==> src/rtl/mem_access_stage.sv <==
// MEM stage: resolves branches, issues loads/stores over a request/ready port,
// aligns and extends load data, and registers the MEM/WB outputs.
module mem_access_stage #(
    parameter int Width = 32
) (
    input  logic               clk,
    input  logic               rst,
    input  logic               in_valid,
    input  logic [Width-1:0]   branch_addr,
    input  logic [Width-1:0]   alu_result,
    input  logic [Width-1:0]   rs2_data,
    input  logic               zero,
    input  logic               branch,
    input  logic               mem_read,
    input  logic               mem_write,
    input  logic [2:0]         funct3,
    input  logic [2:0]         wb_ctrl_in,
    input  logic [4:0]         rd_in,
    output logic               stall,
    output logic               pc_sel,
    output logic [Width-1:0]   branch_target,
    output logic               mem_req,
    output logic               mem_we,
    output logic [Width-1:0]   mem_addr,
    output logic [Width/8-1:0] mem_be,
    output logic [Width-1:0]   mem_wdata,
    input  logic [Width-1:0]   mem_rdata,
    input  logic               mem_ready,
    output logic               wb_valid,
    output logic               wb_misalign,
    output logic [Width-1:0]   wb_alu_result,
    output logic [Width-1:0]   wb_load_data,
    output logic [2:0]         wb_ctrl,
    output logic [4:0]         wb_rd
);
    localparam int BEW  = Width / 8;
    localparam int OFFW = $clog2(BEW);
    localparam logic [BEW-1:0] BE_B = BEW'(1'b1);
    localparam logic [BEW-1:0] BE_H = BEW'(2'b11);
    localparam logic [BEW-1:0] BE_W = BEW'(4'hF);

    typedef enum logic [0:0] {IDLE = 1'b0, REQ = 1'b1} state_t;

    state_t           state_q;
    logic [OFFW-1:0]  off_q;
    logic [2:0]       funct3_q;
    logic [2:0]       pend_ctrl_q;
    logic [4:0]       pend_rd_q;
    logic [Width-1:0] pend_alu_q;

    logic [OFFW-1:0]  off_s;
    logic             access_s;
    logic             misalign_s;
    logic             go_s;
    logic [BEW-1:0]   be_s;
    logic [Width-1:0] wdata_s;
    logic [Width-1:0] lane_s;
    logic [Width-1:0] load_s;

    assign off_s         = alu_result[OFFW-1:0];
    assign access_s      = in_valid & (mem_read | mem_write);
    assign go_s          = access_s & ~misalign_s;
    assign branch_target = branch_addr;
    assign pc_sel        = in_valid & branch & zero & (state_q == IDLE) & ~rst;
    assign stall         = ((state_q == IDLE) & go_s) | ((state_q == REQ) & ~mem_ready);

    // Access size decode: alignment check, byte enables and lane-replicated store data
    always_comb begin
        misalign_s = 1'b1;
        be_s       = {BEW{1'b0}};
        wdata_s    = {Width{1'b0}};
        case (funct3)
            3'b000, 3'b100: begin
                misalign_s = 1'b0;
                be_s       = BE_B << off_s;
                wdata_s    = {BEW{rs2_data[7:0]}};
            end
            3'b001, 3'b101: begin
                misalign_s = off_s[0];
                be_s       = BE_H << off_s;
                wdata_s    = {(Width/16){rs2_data[15:0]}};
            end
            3'b010, 3'b110: begin
                // The unsigned word form only exists on the 64-bit datapath
                misalign_s = ((funct3[2] == 1'b1) && (Width == 32)) || (off_s[1:0] != 2'b00);
                be_s       = BE_W << off_s;
                wdata_s    = {(Width/32){rs2_data[31:0]}};
            end
            3'b011: begin
                misalign_s = (Width == 32) || (off_s != {OFFW{1'b0}});
                be_s       = {BEW{1'b1}};
                wdata_s    = rs2_data;
            end
            default: begin
                misalign_s = 1'b1;
                be_s       = {BEW{1'b0}};
                wdata_s    = {Width{1'b0}};
            end
        endcase
    end

    // Load lane extraction and sign/zero extension from the latched offset
    always_comb begin
        lane_s = mem_rdata >> {off_q, 3'b000};
        case (funct3_q)
            3'b000:  load_s = Width'($signed(lane_s[7:0]));
            3'b100:  load_s = Width'(lane_s[7:0]);
            3'b001:  load_s = Width'($signed(lane_s[15:0]));
            3'b101:  load_s = Width'(lane_s[15:0]);
            3'b010:  load_s = Width'($signed(lane_s[31:0]));
            3'b110:  load_s = Width'(lane_s[31:0]);
            default: load_s = lane_s;
        endcase
    end

    // Stage FSM with registered memory-port and MEM/WB outputs
    always_ff @(posedge clk) begin
        if (rst) begin
            state_q       <= IDLE;
            off_q         <= {OFFW{1'b0}};
            funct3_q      <= 3'b000;
            pend_ctrl_q   <= 3'b000;
            pend_rd_q     <= 5'd0;
            pend_alu_q    <= {Width{1'b0}};
            mem_req       <= 1'b0;
            mem_we        <= 1'b0;
            mem_addr      <= {Width{1'b0}};
            mem_be        <= {BEW{1'b0}};
            mem_wdata     <= {Width{1'b0}};
            wb_valid      <= 1'b0;
            wb_misalign   <= 1'b0;
            wb_alu_result <= {Width{1'b0}};
            wb_load_data  <= {Width{1'b0}};
            wb_ctrl       <= 3'b000;
            wb_rd         <= 5'd0;
        end else begin
            case (state_q)
                IDLE: begin
                    if (go_s) begin
                        state_q     <= REQ;
                        off_q       <= off_s;
                        funct3_q    <= funct3;
                        pend_ctrl_q <= wb_ctrl_in;
                        pend_rd_q   <= rd_in;
                        pend_alu_q  <= alu_result;
                        mem_req     <= 1'b1;
                        mem_we      <= mem_write;
                        mem_addr    <= {alu_result[Width-1:OFFW], {OFFW{1'b0}}};
                        mem_be      <= be_s;
                        mem_wdata   <= wdata_s;
                        wb_valid    <= 1'b0;
                    end else if (in_valid) begin
                        wb_valid      <= 1'b1;
                        wb_misalign   <= access_s & misalign_s;
                        wb_alu_result <= alu_result;
                        wb_load_data  <= {Width{1'b0}};
                        wb_ctrl       <= wb_ctrl_in;
                        wb_rd         <= rd_in;
                    end else begin
                        wb_valid <= 1'b0;
                    end
                end
                REQ: begin
                    if (mem_ready) begin
                        state_q       <= IDLE;
                        mem_req       <= 1'b0;
                        wb_valid      <= 1'b1;
                        wb_misalign   <= 1'b0;
                        wb_alu_result <= pend_alu_q;
                        wb_load_data  <= mem_we ? {Width{1'b0}} : load_s;
                        wb_ctrl       <= pend_ctrl_q;
                        wb_rd         <= pend_rd_q;
                    end else begin
                        wb_valid <= 1'b0;
                    end
                end
                default: begin
                    state_q <= IDLE;
                    mem_req <= 1'b0;
                end
            endcase
        end
    end
endmodule
==> config.mk <==
export PLATFORM = sky130hd
export DESIGN_NAME = mem_access_stage
export DESIGN_NICKNAME = d
export VERILOG_FILES = /design/src/rtl/mem_access_stage.sv
export SDC_FILE = /design/constraint.sdc
export NUM_CORES = 1
export LEC_CHECK = 0
export ABC_AREA = 1
export CAP_MARGIN = 20
export CORE_AREA = 2 2 128 130
export DETAILED_ROUTE_END_ITERATION = 10
export DIE_AREA = 0 0 130 132
export DONT_BUFFER_PORTS = 1
export GPL_TIMING_DRIVEN = 0
export HOLD_SLACK_MARGIN = 0.05
export PLACE_DENSITY = 0.59
export SLEW_MARGIN = 10
export SYNTH_ARGS = -nofsm -noshare
export SYNTH_HDL_FRONTEND = slang
export SYNTH_SLANG_ARGS = --single-unit
export TNS_END_PERCENT = 10
==> constraint.sdc <==
create_clock -name clk -period 3.4 [get_ports clk]
set_clock_uncertainty 0.2 [all_clocks]
set_input_delay 0.68 -clock clk [delete_from_list [all_inputs] [get_ports clk]]
set_output_delay 0.68 -clock clk [all_outputs]
set_load 0.05 [all_outputs]
==> results.md, run 1 <==
* Die area at around 17000 µm²
* Setup slack after placement at approximately 200 ps
* GRT Util Overall at 0.2604
* Number of port buffers at 0
* Area Overhead vs Synth at 11.79%
* Slew margin rel. at 0.4155
* Largest net degree at the start of global routing at 17
* TritonCTS Buffers at 17
* Drt drc at 0
* Ys Warns at 0
* Global placement routability congestion at between 0.8 and 0.9
* Area of the multi-input gates at about 3400 µm²
* Critical Path Max Stage Delay at approximately 700 ps
* Peak VDD IR at 0.3219 mV
* First-pass GRT wire length at 34730 µm
* Seq cells post-synth at roughly 160
* Hold Fails Final Rpt at 0
* Vias per cell at 5.126
* HPWL Detailed at about 17000 µm
* Detailed Route WL at around 23000 µm
* WL met2 at ~10000 µm
* Final std cells w/o fill at ~1300
* Vias after detailed routing at roughly 7000
* Total power at roughly 4.9 mW
* # placed instances at around 1300
* Reg2reg setup slack at between 1000 and 1500 ps
* Setup violators final at 0
* Die span in x at around 130 µm
* Critical path cell sequence: inv_1, clkbuf_1, nand3_1, nor2_1
* Arr. time, crit path at 2300 ps
* CTS resizes at 0
* CP max FO at 10
* Fmax at between 300 and 400 MHz
* Initial antenna violation count at 0
* Final WS setup at 221.0 ps
* FF/Latch Area at around 3100 µm²
* DR top layer: met4
* WL/cell at about 17 µm
* Setup CP Type: in -> out
* H-tree depth at 4
* Filler cells at ~1700
* Final slew viol count at 0
* FP Rows at 46
* Antenna viol nets, final at 0
* Initial core utilization at 0.4652
* Critical path endpoint category: output port
* Met1 Wirelength at between 9000 and 10000 µm
* Hold-fix buffers, CTS at 0
* # IOs at around 330
* Die Y at 132 µm
* Mean post-synth cell area at 6.724 µm²
* Share of layout cells above drive strength 1 at 0.1152
* Wire length on met3 at between 2000 and 2500 µm
* Min Tclk post-route at 3179 ps
* Leakage at roughly 3.5 nW
* Ant. Diodes at 0
* Drt first pass iters at 5
* Postcts setup bufs at 0
* Setup TNS Final at 0 ps
* Grt ovf at 0
* Synth top area share at 0.4273
* Nets at around 1300
* Maxcap violations at 0
* Slowest stage cell, crit path: nor2_1
* Clk slew on worst S/H paths at approximately 60 ps
* Fin crit share at 0.9350
* Status: finished, final reports clean
* Sequential fraction of the synthesis area at 0.4273
* Initial DRC Count at slightly above 500
* Yosys cell types at 29
* Worst Path Required at ~2500 ps
* Cells after Synth at around 1100
* Clock Tree Root: clkbuf_16
* Cell area after synthesis at 7310 µm²
* Layout Utilization at 0.5201
* Leading area contributor after synthesis: dfxtp_1
* CTS sink count at ~160
* Worst Tran Pin Value at about 870 ps
* RSZ-0062 raised after global routing: no
* CP startpoint kind: primary input
* Worst min path class: in -> reg
* Clk buf depth at 2
* Vias in the first global route at between 6000 and 7000
* Clock latency on the worst-skew pair at ~420 ps
* CTS tree: done
* Core region area at between 15000 and 20000 µm²
* Area contributors post-synth: dfxtp_1 (43%), nand2_1 (22%), a21oi_1 (9.1%)
* P per Cell Area at between 500 and 600 nW/µm²
==> final timing paths <==
kind	start	endpoint	depth (start not counted)
worst max-delay path	rst	pc_sel	4
worst min-delay path	alu_result[8]	pend_alu_q[8]	2
worst max register to register	mem_we	wb_load_data[31]	6
worst min register to register	pend_rd_q[4]	pend_rd_q[4]	2
==> through the flow <==
step / instance area, µm² / hold WS (ps)
global route: 8172 / 179.3
floorplan: 7313 / 244.7
CTS: 8172 / 178.6
detailed placement: 7584 / 256.9
finish: 8172 / 189.4
global placement: 7584 / 254.4
==> state kept, by name, summed over array words and instances, names as in the netlist <==
register and cells:
state_q 1, mem_we 1, wb_ctrl 3, funct3_q 3, pend_alu_q 31, mem_req 1, wb_load_data 32, pend_rd_q 5
off_q 1, wb_alu_result 32, mem_be 4, mem_wdata 32, wb_rd 5, wb_misalign 1, pend_ctrl_q 3, wb_valid 1
==> worst max-delay path: cells and delay by family <==
| kind | cells | cell delay, ps |
|---|---|---|
| and+or+nand+nor | 2 | 810 |
| buffers and inverters | 2 | 800 |
==> cell type report <==
type                            count  area share
Multi-Input combinational cell    802      0.4220
Clock inverter                     11     0.01317
Clock buffer                       21     0.05880
Buffer                            108     0.08023
Tap cell                          216     0.03307
Inverter                           22     0.01056
Sequential cell                   156      0.3822
==> placed cells by master, fill, tap and decap left out, types with 2 or more instances in the layout <==
| cell | instances |
|---|---|
| a22oi_1 | 6 |
| o21ai_1 | 7 |
| inv_1 | 16 |
| conb_1 | 2 |
| a21boi_0 | 2 |
| clkbuf_16 | 17 |
| buf_2 | 28 |
| a21oi_1 | 133 |
| clkbuf_8 | 4 |
| dfxtp_1 | 156 |
| nor2_1 | 94 |
| clkinv_2 | 3 |
| clkbuf_1 | 30 |
| buf_6 | 8 |
| nand2_2 | 4 |
| inv_2 | 4 |
| clkinv_4 | 3 |
| o21ai_0 | 55 |
| o211ai_1 | 7 |
| buf_4 | 41 |
| nand2_1 | 433 |
| nand3_1 | 49 |
| clkinvlp_4 | 2 |
| a21oi_2 | 2 |
| nand3_4 | 2 |
| inv_6 | 3 |
==> metal layers <==
layer / vias up / GRT usage
met2: 255 / 0.4124
met5: - / 0
li1: 3499 / -
met1: 3063 / 0.3281
met4: 0 / 0.08662
met3: 32 / 0.09416
==> cells in the mapped netlist <==
cell type,number
nand3_2,1
buf_2,28
dfxtp_1,156
a22oi_1,6
a21oi_2,2
inv_1,16
nand2_4,1
nand3_4,2
a21boi_0,2
conb_1,1
buf_6,8
o21ai_0,55
nor2_2,1
a31oi_1,1
o21ai_1,7
nand2_2,4
clkbuf_2,1
o211ai_1,7
or2_2,1
nand3_1,49
a21oi_1,133
clkbuf_1,30
clkinv_2,1
buf_4,41
nand2_1,433
nor2_4,1
inv_2,4
inv_4,1
nor2_1,94
==> power breakdown <==
part | internal, mW | leakage, nW | switching, mW
Clock | 1.09 | 0.286 | 0.799
Combinational | 0.201 | 1.94 | 0.431
Sequential | 1.93 | 1.27 | 0.397
==> cells by family after synthesis <==
| family | after synthesis | synth area share |
|---|---|---|
| DFF | 156 | 0.4273 |
| AOI/OAI and AO/OA | 213 | 0.1522 |
| buffers and inverters | 130 | 0.1015 |
| and+or+nand+nor | 587 | 0.3186 |
| other | 1 | 0.0005130 |
Power figures use the tool's default switching activity.
==> inputs of run 2 (changes only) <==
Settings changed: GPL_TIMING_DRIVEN 0 to default, SLEW_MARGIN 10 to default.
==> run 2 against run 1 <==
Net effect: power decreased by 3.8%; via count is 5.5% lower; clock power barely moved; die area stayed put; non-clock buffer count shrank 98; global-route usage decreased by 2.7 points; sequential power is essentially flat; highest routed layer unchanged; largest cell class unchanged.
==> results.md, run 2 (synthesized netlist as in run 1, its figures left out) <==
* WL/cell at 16.48 µm
* Die area at 17160 µm²
* CP startpoint kind: flip-flop
* Final slew viol count at 0
* Hold EP: wb_load_data[4]
* Die span in x at ~130 µm
* RSZ-0062 raised after global routing: no
* Antenna viol nets, final at 0
* Initial antenna violation count at 0
* CP max FO at 41
* Vias per cell at about 5.2
* Hold_ws at 129.2 ps
* Clock Tree Root: clkbuf_16
* GRT Util Overall at 0.2338
* Min-delay src: rst
* CTS tree: done
* TritonCTS Buffers at 17
* Core region area at 15710 µm²
* Clock latency on the worst-skew pair at 420 ps
* Worst Tran Pin Value at approximately 850 ps
* # IOs at ~330
* Cells on worst reg2reg path at 7
* Fin crit share at 0.8908
* Min Tclk post-route at roughly 3000 ps
* Initial DRC Count at 422
* Grt ovf at 0
* H-tree depth at 4
* FP Rows at between 40 and 50
* Detailed Route WL at approximately 20000 µm
* HPWL Detailed at between 10000 and 15000 µm
* Critical R2R Capture: wb_alu_result[31]
* Clk buf depth at 2
* Vias in the first global route at roughly 6000
* Leading cell types in the layout, fill and taps excluded: nand2_1 (432), dfxtp_1 (155), a21oi_1 (133)
* First-pass GRT wire length at 32120 µm
* Number of port buffers at 0
* Hold Fails Final Rpt at 0
* P per Cell Area at roughly 600 nW/µm²
* Setup TNS Final at 0 ps
* Critical Path Max Stage Delay at about 340 ps
* Slew margin rel. at 0.4309
* Critical path endpoint category: output port
* Leakage at 3.161 nW
* Share of layout cells above drive strength 1 at 0.05871
* Critical R2R Launch: state_q
* Global placement routability congestion at between 0.8 and 0.9
* Slowest stage cell, crit path: inv_4
* CP top delay family: simple AND/OR/NAND/NOR gates
* Ant. Diodes at 0
* Hold Path Cell Cnt at 1
* Postcts setup bufs at 0
* Status: finished, final reports clean
* Reg2reg setup slack at about 730 ps
* Commonest non-fill, non-tap cell in the layout: nand2_1
* Vias after detailed routing at ~6500
* Worst Path Required at about 2500 ps
* CTS resizes at 0
* Peak VDD IR at between 0.3 and 0.4 mV
* Maxcap violations at 0
* Arr. time, crit path at between 2000 and 2500 ps
* Setup slack after placement at 491.1 ps
* Initial core utilization at 0.4652
* Largest net degree at the start of global routing at between 100 and 150
* Fmax at approximately 330 MHz
* Buf+Inv Stages, Crit Path at 2
* Final WS setup at 371.4 ps
* CTS sink count at around 160
* Setup violators final at 0
* Top flop regs: mem_wdata: 32 flops, wb_alu_result: 32 flops, wb_load_data: 32 flops
* Critical path cell sequence: inv_4, nand2_2, a21oi_2, nand2_4, nand2_1, buf_4
* Worst min path class: in -> reg
* Drt drc at 0
* Hold-fix buffers, CTS at 0
* Area Overhead vs Synth at 4.091%
* Clk slew on worst S/H paths at approximately 60 ps
* Drt first pass iters at 5
* Die Y at 132 µm
* Total power at about 4.7 mW
* Nets at 1156
* Filler cells at 1684
* Setup CP Type: reg -> out
run 2: layout make-up:
cell class	instances	area, µm²	area share
repair buffers	10	87.58	0.01151
clock buffers	23	478.0	0.06282
multi-input cells	802	3451	0.4535
well taps	216	270.3	0.03552
inverters	22	86.33	0.01135
clock inverters	9	111.4	0.01464
flip-flops and latches	156	3124	0.4106
run 2: worst max-delay path by stage:
| stage | from | to | depth (start not counted) |
|---|---|---|---|
| final | state_q | stall | 6 |
| after detailed placement | alu_result[1] | wb_alu_result[5] | 7 |
| after floorplan | rst | pc_sel | 4 |
| after global placement | alu_result[1] | wb_ctrl[2] | 7 |
| after global routing | state_q | stall | 6 |
| after CTS | state_q | stall | 6 |
run 2: power by group:
group | internal, mW | switching [mW]
sequential | 1.93 | 0.403
combinational | 0.144 | 0.300
clock | 1.14 | 0.749
total | 3.22 | 1.45
run 2: metrics by stage:
| step | util | instance area (µm²) | cells |
|---|---|---|---|
| after floorplan | - | 7313 | 1088 |
| after global placement | 0.4467 | 7019 | 1206 |
| after detailed placement | 0.4467 | 7019 | 1206 |
| after CTS | 0.4842 | 7609 | 1238 |
| after global routing | 0.4842 | 7609 | 1238 |
| final | 0.4842 | 7609 | 1238 |
run 2: per-layer routing:
metal  share of wire  global-route usage  vias to the layer above
li1                -                   -                     3288
met1            0.42              0.2903                     2934
met2            0.47              0.3761                      222
met3           0.097             0.08523                       29
met4           0.015             0.07467                        0
met5               0                   0                        -
